**config.mk**
```make
export PLATFORM = sky130hd
export DESIGN_NAME = priv_trap_sequencer
export DESIGN_NICKNAME = d
export VERILOG_FILES = /design/src/rtl/priv_trap_pkg.sv /design/src/rtl/priv_trap_prio.sv /design/src/rtl/priv_trap_sequencer.sv
export SDC_FILE = /design/constraint.sdc
export NUM_CORES = 1
export LEC_CHECK = 0
export BUFFER_PORTS_ARGS = -buffer_cell sky130_fd_sc_hd__buf_4
export CAP_MARGIN = 25
export CORE_MARGIN = 5
export CORE_UTILIZATION = 50
export CTS_BUF_LIST = sky130_fd_sc_hd__clkbuf_4 sky130_fd_sc_hd__clkbuf_8 sky130_fd_sc_hd__clkbuf_16
export CTS_CLUSTER_SIZE = 20
export DETAILED_ROUTE_END_ITERATION = 6
export PLACE_DENSITY = 0.84
export SYNTH_ARGS = -nofsm -noshare
export SYNTH_HDL_FRONTEND = slang
export SYNTH_HIERARCHICAL = 1
export SYNTH_SLANG_ARGS = --single-unit
```
**constraint.sdc**
```tcl
create_clock -name CLK -period 5.3 [get_ports CLK]
set_input_delay 1.06 -clock CLK [delete_from_list [all_inputs] [get_ports CLK]]
set_output_delay 1.06 -clock CLK [all_outputs]
set_load 0.005 [all_outputs]
```
**src/rtl/priv_trap_pkg.sv**
```systemverilog
// -----------------------------------------------------------------------------
// priv_trap_pkg
// Shared types and constants for the machine-mode trap sequencer.
//   trap_state_t      : sequencer FSM states
//   ex_code_t         : exception mcause codes (MSB of mcause is 0)
//   int_code_t        : interrupt mcause codes (MSB of mcause is 1)
//   MTVEC_VECTORED    : mtvec.MODE value that selects vectored interrupts
//   code_uses_badaddr : whether an exception code reports badaddr in mtval
// -----------------------------------------------------------------------------
package priv_trap_pkg;

  typedef enum logic [1:0] {
    IDLE     = 2'd0,
    CSR_WR   = 2'd1,
    REDIRECT = 2'd2,
    RET      = 2'd3
  } trap_state_t;

  typedef logic [30:0] ex_code_t;
  typedef logic [30:0] int_code_t;

  localparam ex_code_t EX_MAL_INSN   = 31'd0;
  localparam ex_code_t EX_FAULT_INSN = 31'd1;
  localparam ex_code_t EX_ILLEGAL    = 31'd2;
  localparam ex_code_t EX_BREAKPOINT = 31'd3;
  localparam ex_code_t EX_MAL_L      = 31'd4;
  localparam ex_code_t EX_FAULT_L    = 31'd5;
  localparam ex_code_t EX_MAL_S      = 31'd6;
  localparam ex_code_t EX_FAULT_S    = 31'd7;
  localparam ex_code_t EX_ENV_M      = 31'd11;

  localparam int_code_t INT_SOFT  = 31'd3;
  localparam int_code_t INT_TIMER = 31'd7;
  localparam int_code_t INT_EXT   = 31'd11;

  localparam logic [1:0] MTVEC_VECTORED = 2'b01;

  // Address-related exceptions (codes 0..7 except illegal instruction)
  // report the faulting address; everything else writes mtval = 0.
  function automatic logic code_uses_badaddr(input ex_code_t code);
    return (code <= EX_FAULT_S) && (code != EX_ILLEGAL);
  endfunction

endpackage

```
**src/rtl/priv_trap_prio.sv**
```systemverilog
// -----------------------------------------------------------------------------
// priv_trap_prio
// Purely combinational trap priority encoder. Exceptions always beat
// interrupts; within each group the fixed priority order below applies.
// Inputs : exception flags, RISC-MGMT exception + extension index,
//          raw interrupt lines, global and per-source interrupt enables.
// Outputs: take        - some exception or enabled interrupt is present
//          is_int      - the winner is an interrupt
//          cause       - mcause code of the winner (without MSB)
//          use_badaddr - mtval should capture badaddr for this winner
// -----------------------------------------------------------------------------
module priv_trap_prio
  import priv_trap_pkg::*;
#(
  parameter int RMGMT_CAUSE_W    = 2,
  parameter int RMGMT_CAUSE_BASE = 24
) (
  input  logic                     fault_insn,
  input  logic                     mal_insn,
  input  logic                     illegal_insn,
  input  logic                     fault_l,
  input  logic                     mal_l,
  input  logic                     fault_s,
  input  logic                     mal_s,
  input  logic                     breakpoint,
  input  logic                     env_m,
  input  logic                     ex_rmgmt,
  input  logic [RMGMT_CAUSE_W-1:0] ex_rmgmt_cause,
  input  logic                     timer_int,
  input  logic                     soft_int,
  input  logic                     ext_int,
  input  logic                     mstatus_mie,
  input  logic                     mie_mtie,
  input  logic                     mie_msie,
  input  logic                     mie_meie,
  output logic                     take,
  output logic                     is_int,
  output logic [30:0]              cause,
  output logic                     use_badaddr
);

  localparam ex_code_t RMGMT_BASE = ex_code_t'(RMGMT_CAUSE_BASE);

  logic any_ex;
  logic ext_take;
  logic soft_take;
  logic timer_take;
  logic int_take;

  assign any_ex = fault_insn | mal_insn | illegal_insn | fault_l | mal_l |
                  fault_s | mal_s | breakpoint | env_m | ex_rmgmt;

  assign ext_take   = ext_int & mie_meie;
  assign soft_take  = soft_int & mie_msie;
  assign timer_take = timer_int & mie_mtie;
  assign int_take   = mstatus_mie & (ext_take | soft_take | timer_take);

  // NOTE: every output of a combinational block gets a default before the
  // if/case chain, so no path leaves it unassigned and no latch is inferred.
  always_comb begin
    cause  = '0;
    is_int = 1'b0;
    if      (fault_insn)   cause = EX_FAULT_INSN;
    else if (mal_insn)     cause = EX_MAL_INSN;
    else if (illegal_insn) cause = EX_ILLEGAL;
    else if (breakpoint)   cause = EX_BREAKPOINT;
    else if (env_m)        cause = EX_ENV_M;
    else if (mal_s)        cause = EX_MAL_S;
    else if (mal_l)        cause = EX_MAL_L;
    else if (fault_s)      cause = EX_FAULT_S;
    else if (fault_l)      cause = EX_FAULT_L;
    else if (ex_rmgmt)     cause = RMGMT_BASE + 31'(ex_rmgmt_cause);
    else if (int_take) begin
      is_int = 1'b1;
      if      (ext_take)  cause = INT_EXT;
      else if (soft_take) cause = INT_SOFT;
      else                cause = INT_TIMER;
    end
  end

  assign take        = any_ex | int_take;
  assign use_badaddr = any_ex & code_uses_badaddr(cause);

endmodule

```
**src/rtl/priv_trap_sequencer.sv**
```systemverilog
// -----------------------------------------------------------------------------
// priv_trap_sequencer
// Sequences machine-mode trap entry and mret as a registered two-step commit:
//   trap: IDLE -> CSR_WR (mepc/mcause/mtval/mstatus strobes) -> REDIRECT
//         (insert_pc to the trap vector) -> IDLE
//   mret: IDLE -> RET (insert_pc to mepc, mstatus_ret) -> IDLE
// Decisions are made only in IDLE while pipe_clear is high; cause, interrupt
// flag, epc and tval are captured on that edge so later input changes are
// ignored. All outputs decode from the registered state and are glitch-free.
// Ports:
//   CLK, nRST                 clock, synchronous active-low reset
//   exception flags, ex_rmgmt/ex_rmgmt_cause, ret, pipe_clear, epc, badaddr
//   timer/soft/ext_int, mstatus_mie, mie_*   interrupt sources and enables
//   mtvec, mepc_r             CSR values used for the redirect target
//   m*_wen / m*_wdata         CSR write strobes and data (CSR_WR only)
//   mstatus_trap/_ret         mstatus stack push / pop pulses
//   insert_pc, priv_pc, intr  fetch redirect and interrupt indication
//   busy                      sequencer is not IDLE
// -----------------------------------------------------------------------------
module priv_trap_sequencer
  import priv_trap_pkg::*;
#(
  parameter int RMGMT_CAUSE_W    = 2,
  parameter int RMGMT_CAUSE_BASE = 24
) (
  input  logic                     CLK,
  input  logic                     nRST,
  input  logic                     fault_insn,
  input  logic                     mal_insn,
  input  logic                     illegal_insn,
  input  logic                     fault_l,
  input  logic                     mal_l,
  input  logic                     fault_s,
  input  logic                     mal_s,
  input  logic                     breakpoint,
  input  logic                     env_m,
  input  logic                     ex_rmgmt,
  input  logic [RMGMT_CAUSE_W-1:0] ex_rmgmt_cause,
  input  logic                     ret,
  input  logic                     pipe_clear,
  input  logic [31:0]              epc,
  input  logic [31:0]              badaddr,
  input  logic                     timer_int,
  input  logic                     soft_int,
  input  logic                     ext_int,
  input  logic                     mstatus_mie,
  input  logic                     mie_mtie,
  input  logic                     mie_msie,
  input  logic                     mie_meie,
  input  logic [31:0]              mtvec,
  input  logic [31:0]              mepc_r,
  output logic                     mepc_wen,
  output logic                     mcause_wen,
  output logic                     mtval_wen,
  output logic [31:0]              mepc_wdata,
  output logic [31:0]              mcause_wdata,
  output logic [31:0]              mtval_wdata,
  output logic                     mstatus_trap,
  output logic                     mstatus_ret,
  output logic                     insert_pc,
  output logic [31:0]              priv_pc,
  output logic                     intr,
  output logic                     busy
);

  trap_state_t state_q, state_d;
  logic [30:0] cause_q, cause_d;
  logic        intr_q, intr_d;
  logic [31:0] epc_q, epc_d;
  logic [31:0] tval_q, tval_d;

  logic        pr_take;
  logic        pr_is_int;
  logic [30:0] pr_cause;
  logic        pr_use_badaddr;

  logic [31:0] vec_base;
  logic [31:0] vec_offset;

  priv_trap_prio #(
    .RMGMT_CAUSE_W    (RMGMT_CAUSE_W),
    .RMGMT_CAUSE_BASE (RMGMT_CAUSE_BASE)
  ) u_prio (
    .fault_insn     (fault_insn),
    .mal_insn       (mal_insn),
    .illegal_insn   (illegal_insn),
    .fault_l        (fault_l),
    .mal_l          (mal_l),
    .fault_s        (fault_s),
    .mal_s          (mal_s),
    .breakpoint     (breakpoint),
    .env_m          (env_m),
    .ex_rmgmt       (ex_rmgmt),
    .ex_rmgmt_cause (ex_rmgmt_cause),
    .timer_int      (timer_int),
    .soft_int       (soft_int),
    .ext_int        (ext_int),
    .mstatus_mie    (mstatus_mie),
    .mie_mtie       (mie_mtie),
    .mie_msie       (mie_msie),
    .mie_meie       (mie_meie),
    .take           (pr_take),
    .is_int         (pr_is_int),
    .cause          (pr_cause),
    .use_badaddr    (pr_use_badaddr)
  );

  // Next-state and capture logic. A pending trap (exception or enabled
  // interrupt) outranks a committing mret.
  always_comb begin
    state_d = state_q;
    cause_d = cause_q;
    intr_d  = intr_q;
    epc_d   = epc_q;
    tval_d  = tval_q;
    unique case (state_q)
      IDLE: begin
        if (pipe_clear) begin
          if (pr_take) begin
            state_d = CSR_WR;
            cause_d = pr_cause;
            intr_d  = pr_is_int;
            epc_d   = epc & ~32'h3;
            tval_d  = pr_use_badaddr ? badaddr : 32'h0;
          end else if (ret) begin
            state_d = RET;
          end
        end
      end
      CSR_WR:   state_d = REDIRECT;
      REDIRECT: state_d = IDLE;
      RET:      state_d = IDLE;
      default:  state_d = IDLE;
    endcase
  end

  // Vectored mode only offsets interrupts; exceptions always go to the base.
  assign vec_base   = {mtvec[31:2], 2'b00};
  assign vec_offset = ((mtvec[1:0] == MTVEC_VECTORED) && intr_q) ?
                      {cause_q[29:0], 2'b00} : 32'h0;

  always_comb begin
    mepc_wen     = 1'b0;
    mcause_wen   = 1'b0;
    mtval_wen    = 1'b0;
    mepc_wdata   = 32'h0;
    mcause_wdata = 32'h0;
    mtval_wdata  = 32'h0;
    mstatus_trap = 1'b0;
    mstatus_ret  = 1'b0;
    insert_pc    = 1'b0;
    priv_pc      = 32'h0;
    intr         = 1'b0;
    unique case (state_q)
      CSR_WR: begin
        mepc_wen     = 1'b1;
        mcause_wen   = 1'b1;
        mtval_wen    = 1'b1;
        mstatus_trap = 1'b1;
        mepc_wdata   = epc_q;
        mcause_wdata = {intr_q, cause_q};
        mtval_wdata  = tval_q;
      end
      REDIRECT: begin
        insert_pc = 1'b1;
        intr      = intr_q;
        priv_pc   = vec_base + vec_offset;
      end
      RET: begin
        insert_pc   = 1'b1;
        mstatus_ret = 1'b1;
        priv_pc     = mepc_r;
      end
      default: ;
    endcase
  end

  assign busy = (state_q != IDLE);

  // NOTE: sequential state is updated with non-blocking assignments only, so
  // every flop samples the pre-edge values regardless of statement order.
  always_ff @(posedge CLK) begin
    if (!nRST) begin
      state_q <= IDLE;
      // NOTE: the captured trap fields are reset along with the state so a
      // reset mid-sequence leaves no stale cause/epc/tval behind.
      cause_q <= '0;
      intr_q  <= 1'b0;
      epc_q   <= 32'h0;
      tval_q  <= 32'h0;
    end else begin
      state_q <= state_d;
      cause_q <= cause_d;
      intr_q  <= intr_d;
      epc_q   <= epc_d;
      tval_q  <= tval_d;
    end
  end

endmodule

```
==> impl_metrics.yaml, run 1 <==
worst_setup_path:
  crit_fanout: 10
  cp_slowest_cell: "or4_1"
  cpMostUsedCell: "buf_4"
  crit_chain: "buf_4 > nand2_1 > nor2_1 > buf_4 > and2_1 > ha_1 > inv_1 > fa_1 > nand2b_1 > a21oi_1 > o31ai_1 > a21oi_4 > a22oi_2 > or4_1 > nand3_1 > buf_4"
  worstReg2RegStart: "state_q[0]"
  arrival_ps: 4030
  cp.required_ps: 4240
  max_stage_delay_ps: 420
  crit_path_start: "mtvec[0]"
  crit_type: "in -> out"
  cp-start-kind: "input port"
  cp-end-kind: "output port"
  path_buf_inv: 4
  critPathTopFamily: "simple AND/OR/NAND/NOR gates"
grt:
  gr-total-overflow: 0
  grt_use_total: 0.2424
  antenna_found_initial: 0
  grt_pass1_vias: 6689
  grt_pass1_wl_mm: 32.62
  grt_start_max_net_pins: 97
timing:
  max-slew-margin-rel: 0.4276
  rsz0062_at_grt: "false"
  fmax_ghz: 0.1966
  fin_tns_setup_ps: 0
  drv_slew: 0
  finalSetupViolations: 0
  finClkSkew_ps: 4.426
  min_period_ps: 5087
  period_share: 0.9598
  hold_viol: 0
  hold_slack_ps: 446.8
  tightest_slew_ps: 858.6
  fin_ws_ps: 213.0
layout:
  n_fill_cell: 1247
  fin_cells: 1367
  layout-drive-gt1-share: 0.2755
  fin_area_sq_mm: 0.009311
  nets: 1363
  area_growth_pct: 33.44
  final_common_cell: "buf_4"
  fin_util: 0.6761
  diodes: 0
  layout_common_cells: "buf_4, nand2_1, and2_1, dfxtp_1, a21boi_0"
logic_synthesis:
  synth_cell_types: 71
  synth.avg_cell_area_sq_um: 7.337
  synth_edf_count: 0
  synth-main-ff-cell: "dfxtp_1"
  ys_ff_latch: 96
  synth_area_sq_mm: 0.006978
  async_flop_share: 0
  yosysWarnings: 6
  ys_seq_area_frac: 0.2754
  synthCells: 951
place:
  place_ws_ps: 192.9
  place_congestion: 0.9310
  dp_cells: 1351
  placed_area_sq_mm: 0.009034
  portBuffers: 282
  dpl.hpwl_mm: 16.08
pwr:
  power_density_mw_per_mm2: 187.6
  irDropWorstVdd_mv: 0.1540
  power.total_mw: 1.747
  p_leak_nw: 4.344
routing:
  routed_via_density: 5.260
  num_vias: 7190
  drt-initial-drc-count: 371
  wl_per_cell_microns: 15.36
  drc_errors: 0
  drtAntennaViolNets: 0
  wirelength_mm: 21.00
  first_pass_iters: 5
clocking:
  holdBufCountCts: 0
  clkTransAtPathRegs_ps: 70
  ctsLongestPathBuffers: 2
  post_cts_buffers: 0
  cts.sinks: 96
  h-tree-depth: 3
  cts_tree: "built"
  cts_made_buffers: 9
  clock_latency_ps: 340
  cts_resized: 0
  cts_root_buffer: "clkbuf_16"
job:
  cap_violations: 0
floorplan:
  core_sq_mm: 0.01377
  row_count: 43
  die_w_microns: 128.1
  ioPinCount: 287
  die_h_microns: 128.1
  dieArea_sq_mm: 0.01642
  start_util: 0.5066
outcome:
  status: "finished, final reports clean"
hold_path:
  hp-start: "epc_q[15]"
  hp-class: "reg -> reg"
-- worst min-delay path, delay by kind of cell, from the launching register on --
kind | cells | cell delay, ps
AOI/OAI and AO/OA | 1 | 50
DFF | 1 | 310
and+or+nand+nor | 1 | 50
-- routing by layer --
metal / part of all wire / GRT usage / up-vias
li1: - / - / 3634
met5: 0 / 0 / -
met4: 0.030 / 0.09176 / 0
met1: 0.39 / 0.2751 / 3243
met3: 0.11 / 0.08667 / 48
met2: 0.47 / 0.4165 / 265
-- where the power goes --
group	leakage [nW]	switching, mW	internal, mW	total, mW
logic	3.43	0.175	0.175	0.349
clock network	0.129	0.285	0.325	0.610
registers	0.787	0.0224	0.765	0.787
-- state kept, by name, summed over array words and instances, names as in the netlist --
| name | count |
|---|---|
| cause_q | 31 |
| epc_q | 30 |
| intr_q | 1 |
| state_q | 2 |
| tval_q | 32 |
-- synth_stat cells (17+ instances only) --
| library cell | instances | area [sq um] |
|---|---|---|
| a21oi_1 | 30 | 150.1 |
| a21boi_1 | 39 | 292.8 |
| dfxtp_1 | 96 | 1922 |
| nand2_1 | 206 | 773.2 |
| nor2_1 | 23 | 86.33 |
| a21boi_0 | 58 | 435.4 |
| o21ai_0 | 17 | 85.08 |
| ha_1 | 29 | 362.9 |
| and2_1 | 133 | 832.1 |
| nand3_1 | 44 | 220.2 |
| buf_4 | 31 | 232.7 |
| clkbuf_1 | 49 | 183.9 |
-- cell type report --
cell class / instances / area, sq um / area share
multi-input cells: 769 / 4629 / 0.4972
clock inverters: 6 / 45.04 / 0.004837
flip-flops and latches: 96 / 1922 / 0.2064
well taps: 180 / 225.2 / 0.02419
clock buffers: 10 / 232.7 / 0.02499
repair buffers: 292 / 2205 / 0.2368
inverters: 14 / 52.55 / 0.005644
-- worst paths after layout --
kind	to	slack, ps	depth (start not counted)
worst max-delay path	priv_pc[26]	210	16
worst min-delay path	epc_q[15]	450	2
worst max register to register	cause_q[3]	2840	6
worst min register to register	epc_q[15]	450	2
-- cells by family after synthesis --
logic type,Yosys count,share of synthesized area
other,2,0.001076
xor gates and xnor gates,14,0.01757
AOI/OAI and AO/OA,226,0.2374
DFF,96,0.2754
and+or+nand+nor,469,0.3305
buffers and inverters,112,0.08033
muxes,2,0.002869
adders and majority gates,30,0.05487
Power figures use the tool's default switching activity.
==> inputs of run 2 (changes only) <==
--- a/config.mk
+++ b/config.mk
@@ -8,12 +8,11 @@
 export BUFFER_PORTS_ARGS = -buffer_cell sky130_fd_sc_hd__buf_4
 export CAP_MARGIN = 25
 export CORE_MARGIN = 5
-export CORE_UTILIZATION = 50
+export CORE_UTILIZATION = 43
 export CTS_BUF_LIST = sky130_fd_sc_hd__clkbuf_4 sky130_fd_sc_hd__clkbuf_8 sky130_fd_sc_hd__clkbuf_16
 export CTS_CLUSTER_SIZE = 20
 export DETAILED_ROUTE_END_ITERATION = 6
-export PLACE_DENSITY = 0.84
+export PLACE_DENSITY = 0.82
 export SYNTH_ARGS = -nofsm -noshare
 export SYNTH_HDL_FRONTEND = slang
-export SYNTH_HIERARCHICAL = 1
 export SYNTH_SLANG_ARGS = --single-unit
==> run 2 against run 1 <==
Die area fell by 24%; global-route usage shrank 1.1 points; largest power group unchanged; via count shrank 32%.
==> impl_metrics.yaml, run 2 <==
place:
  portBuffers: 256
  dp_cells: 920
  dpl.hpwl_mm: 12.17
  place_congestion: 0.9401
clocking:
  cts.sinks: 70
  cts_resized: 0
  cts_made_buffers: 9
  cts_root_buffer: "clkbuf_8"
  h-tree-depth: 3
  clkTransAtPathRegs_ps: 80
  holdBufCountCts: 0
  cts_tree: "built"
  post_cts_buffers: 0
  clock_latency_ps: 340
  ctsLongestPathBuffers: 2
floorplan:
  start_util: 0.4372
  die_h_microns: 112.0
  row_count: 37
  ioPinCount: 287
  dieArea_sq_mm: 0.01254
  core_sq_mm: 0.01023
  die_w_microns: 112.0
pwr:
  irDropWorstVdd_mv: 0.1821
  p_int_mw: 0.9855
  p_leak_nw: 3.106
  pwr-share-comb: 0.204
  power_density_mw_per_mm2: 205.0
  swShare: 0.2676
  p_switching_mw: 0.3600
  clock_power_share: 0.367
  p_seq_frac: 0.430
hold_path:
  hp-class: "reg -> reg"
routing:
  num_vias: 4880
  dr.max_layer_used: "met4"
  wl_met3_mm: 1.415
  first_pass_iters: 4
  wl_per_cell_microns: 16.70
  drt-initial-drc-count: 385
  routed_via_density: 5.214
  drtAntennaViolNets: 0
  dr_wl_met2_mm: 7.970
  wirelength_mm: 15.64
  drc_errors: 0
  drt-met1-wl_mm: 5.890
timing:
  tightest_slew_ps: 938.9
  fin_tns_setup_ps: 0
  finClkSkew_ps: 10.01
  rsz0062_at_grt: "false"
  period_share: 0.8542
  max-slew-margin-rel: 0.3741
  finalSetupViolations: 0
  min_period_ps: 4527
  drv_slew: 0
  hold_viol: 0
  fmax_ghz: 0.2209
layout:
  fin_cells: 936
  layout-drive-gt1-share: 0.3613
  largest_register_ffs: 32
  reg.largest.list: "tval_q x32, epc_q x30, cause_q x5"
  n_fill_cell: 869
  nets: 952
  regMostFlops: "tval_q"
  area_growth_pct: 46.77
  diodes: 0
  layout_common_cells: "buf_4, and2_1, dfxtp_1, o21ai_0, nand2_1"
  final_common_cell: "buf_4"
grt:
  grt_start_max_net_pins: 74
  grt_use_total: 0.2317
  grt_pass1_vias: 4842
  grt_pass1_wl_mm: 24.10
  antenna_found_initial: 0
  gr-total-overflow: 0
outcome:
  status: "finished, final reports clean"
job:
  cap_violations: 0
logic_synthesis:
  synth_edf_count: 0
  synth.avg_cell_area_sq_um: 7.903
  synth_area_sq_mm: 0.004473
  ys_top_cells_by_area: "dfxtp_1, and2_1, a22o_1, o21ai_0, buf_4"
  yosysWarnings: 0
  synthCells: 566
  synth_top_area_share: 0.3133
  synth_top_area_cell: "dfxtp_1"
  yosysMostFrequentCell: "and2_1"
  ys_ff_latch: 70
  synth-main-ff-cell: "dfxtp_1"
  synth_common_cells: "and2_1, dfxtp_1, o21ai_0, nand2_1, nand3_1"
  async_flop_share: 0
  synth_cell_types: 54
  ys_seq_area_frac: 0.3133
worst_setup_path:
  crit_fanout: 12
  cp-end-kind: "output port"
  reg2reg_setup_slack_ps: 2910
  crit_type: "in -> out"
  cp-start-kind: "input port"
  cp.required_ps: 4240
  arrival_ps: 3470
run 2: cell types whose count changed after synthesis, sizes merged, moves of 7 or more:
cell,delta
nand2,-157
a21boi,-97
and2,-57
a22o,+31
o21ai,+30
dfxtp,-26
ha,-24
clkbuf,-22
xnor2,+15
nor2,-14
a21o,-7
a21oi,-7
nand4,-7
run 2: stage by stage:
step / hold WS (ps) / total power, mW / area, sq um / utilization / setup WS (ps)
final: 459.7 / 1.346 / 6565 / 0.6417 / 772.9
after global routing: 493.3 / 1.411 / 6565 / 0.6417 / 681.1
after CTS: 462.7 / 1.354 / 6565 / 0.6417 / 778.0
after detailed placement: 447.1 / 0.8621 / 6334 / 0.6191 / 787.1
after global placement: 438.6 / 0.8467 / 6299 / 0.6156 / 814.2
after floorplan: 432.1 / 0.7234 / 4574 / - / 1207
run 2: cell families after synthesis:
| logic type | Yosys count | share of synthesized area |
|---|---|---|
| buffers and inverters | 81 | 0.1024 |
| multiplexers | 2 | 0.004476 |
| other | 1 | 0.0008384 |
| AO/OA/AOI/OAI | 145 | 0.2204 |
| XOR/XNOR | 26 | 0.05091 |
| adder cells (fa/ha/maj) | 6 | 0.01846 |
| flip-flops | 70 | 0.3133 |
| AND/OR/NAND/NOR | 235 | 0.2892 |
run 2: worst max-delay path, stage by stage:
cell     delay [ps]
buf_4           110
nand2_1          50
nor2_1           80
and2_1          170
ha_1            220
fa_1            440
a211o_1         310
a21oi_1         150
buf_4           220
nor4b_1          90
xor2_1          160
o211a_1         260
buf_4           140
run 2: final timing paths:
path                       to  cells past startpoint       start
setup reg to reg   cause_q[0]                      6  state_q[0]
hold / removal      epc_q[21]                      2   epc_q[21]
hold reg to reg     epc_q[21]                      2   epc_q[21]
setup / recovery  priv_pc[18]                     13    mtvec[0]
run 2: power groups by stage:
stage | clock [mW] | sequential (mW) | combinational, mW
2_1_floorplan | 0 | 0.581 | 0.142
3_3_place_gp | 0 | 0.588 | 0.259
3_5_place_dp | 0 | 0.590 | 0.272
4_1_cts | 0.502 | 0.578 | 0.273
5_1_grt | 0.529 | 0.583 | 0.300
6_report | 0.494 | 0.578 | 0.274
run 2: metal layers:
| layer | vias up | global-route usage |
|---|---|---|
| li1 | 2380 | - |
| met1 | 2271 | 0.2488 |
| met2 | 202 | 0.4285 |
| met3 | 27 | 0.07663 |
| met4 | 0 | 0.07212 |
| met5 | - | 0 |
run 2: layout make-up:
cell class | instances | area, sq um | area share
clock buffers | 10 | 137.6 | 0.02096
clock inverters | 6 | 93.84 | 0.01429
inverters | 8 | 30.03 | 0.004574
repair buffers | 264 | 2002 | 0.3049
multi-input cells | 442 | 2730 | 0.4159
flip-flops and latches | 70 | 1401 | 0.2135
well taps | 136 | 170.2 | 0.02592
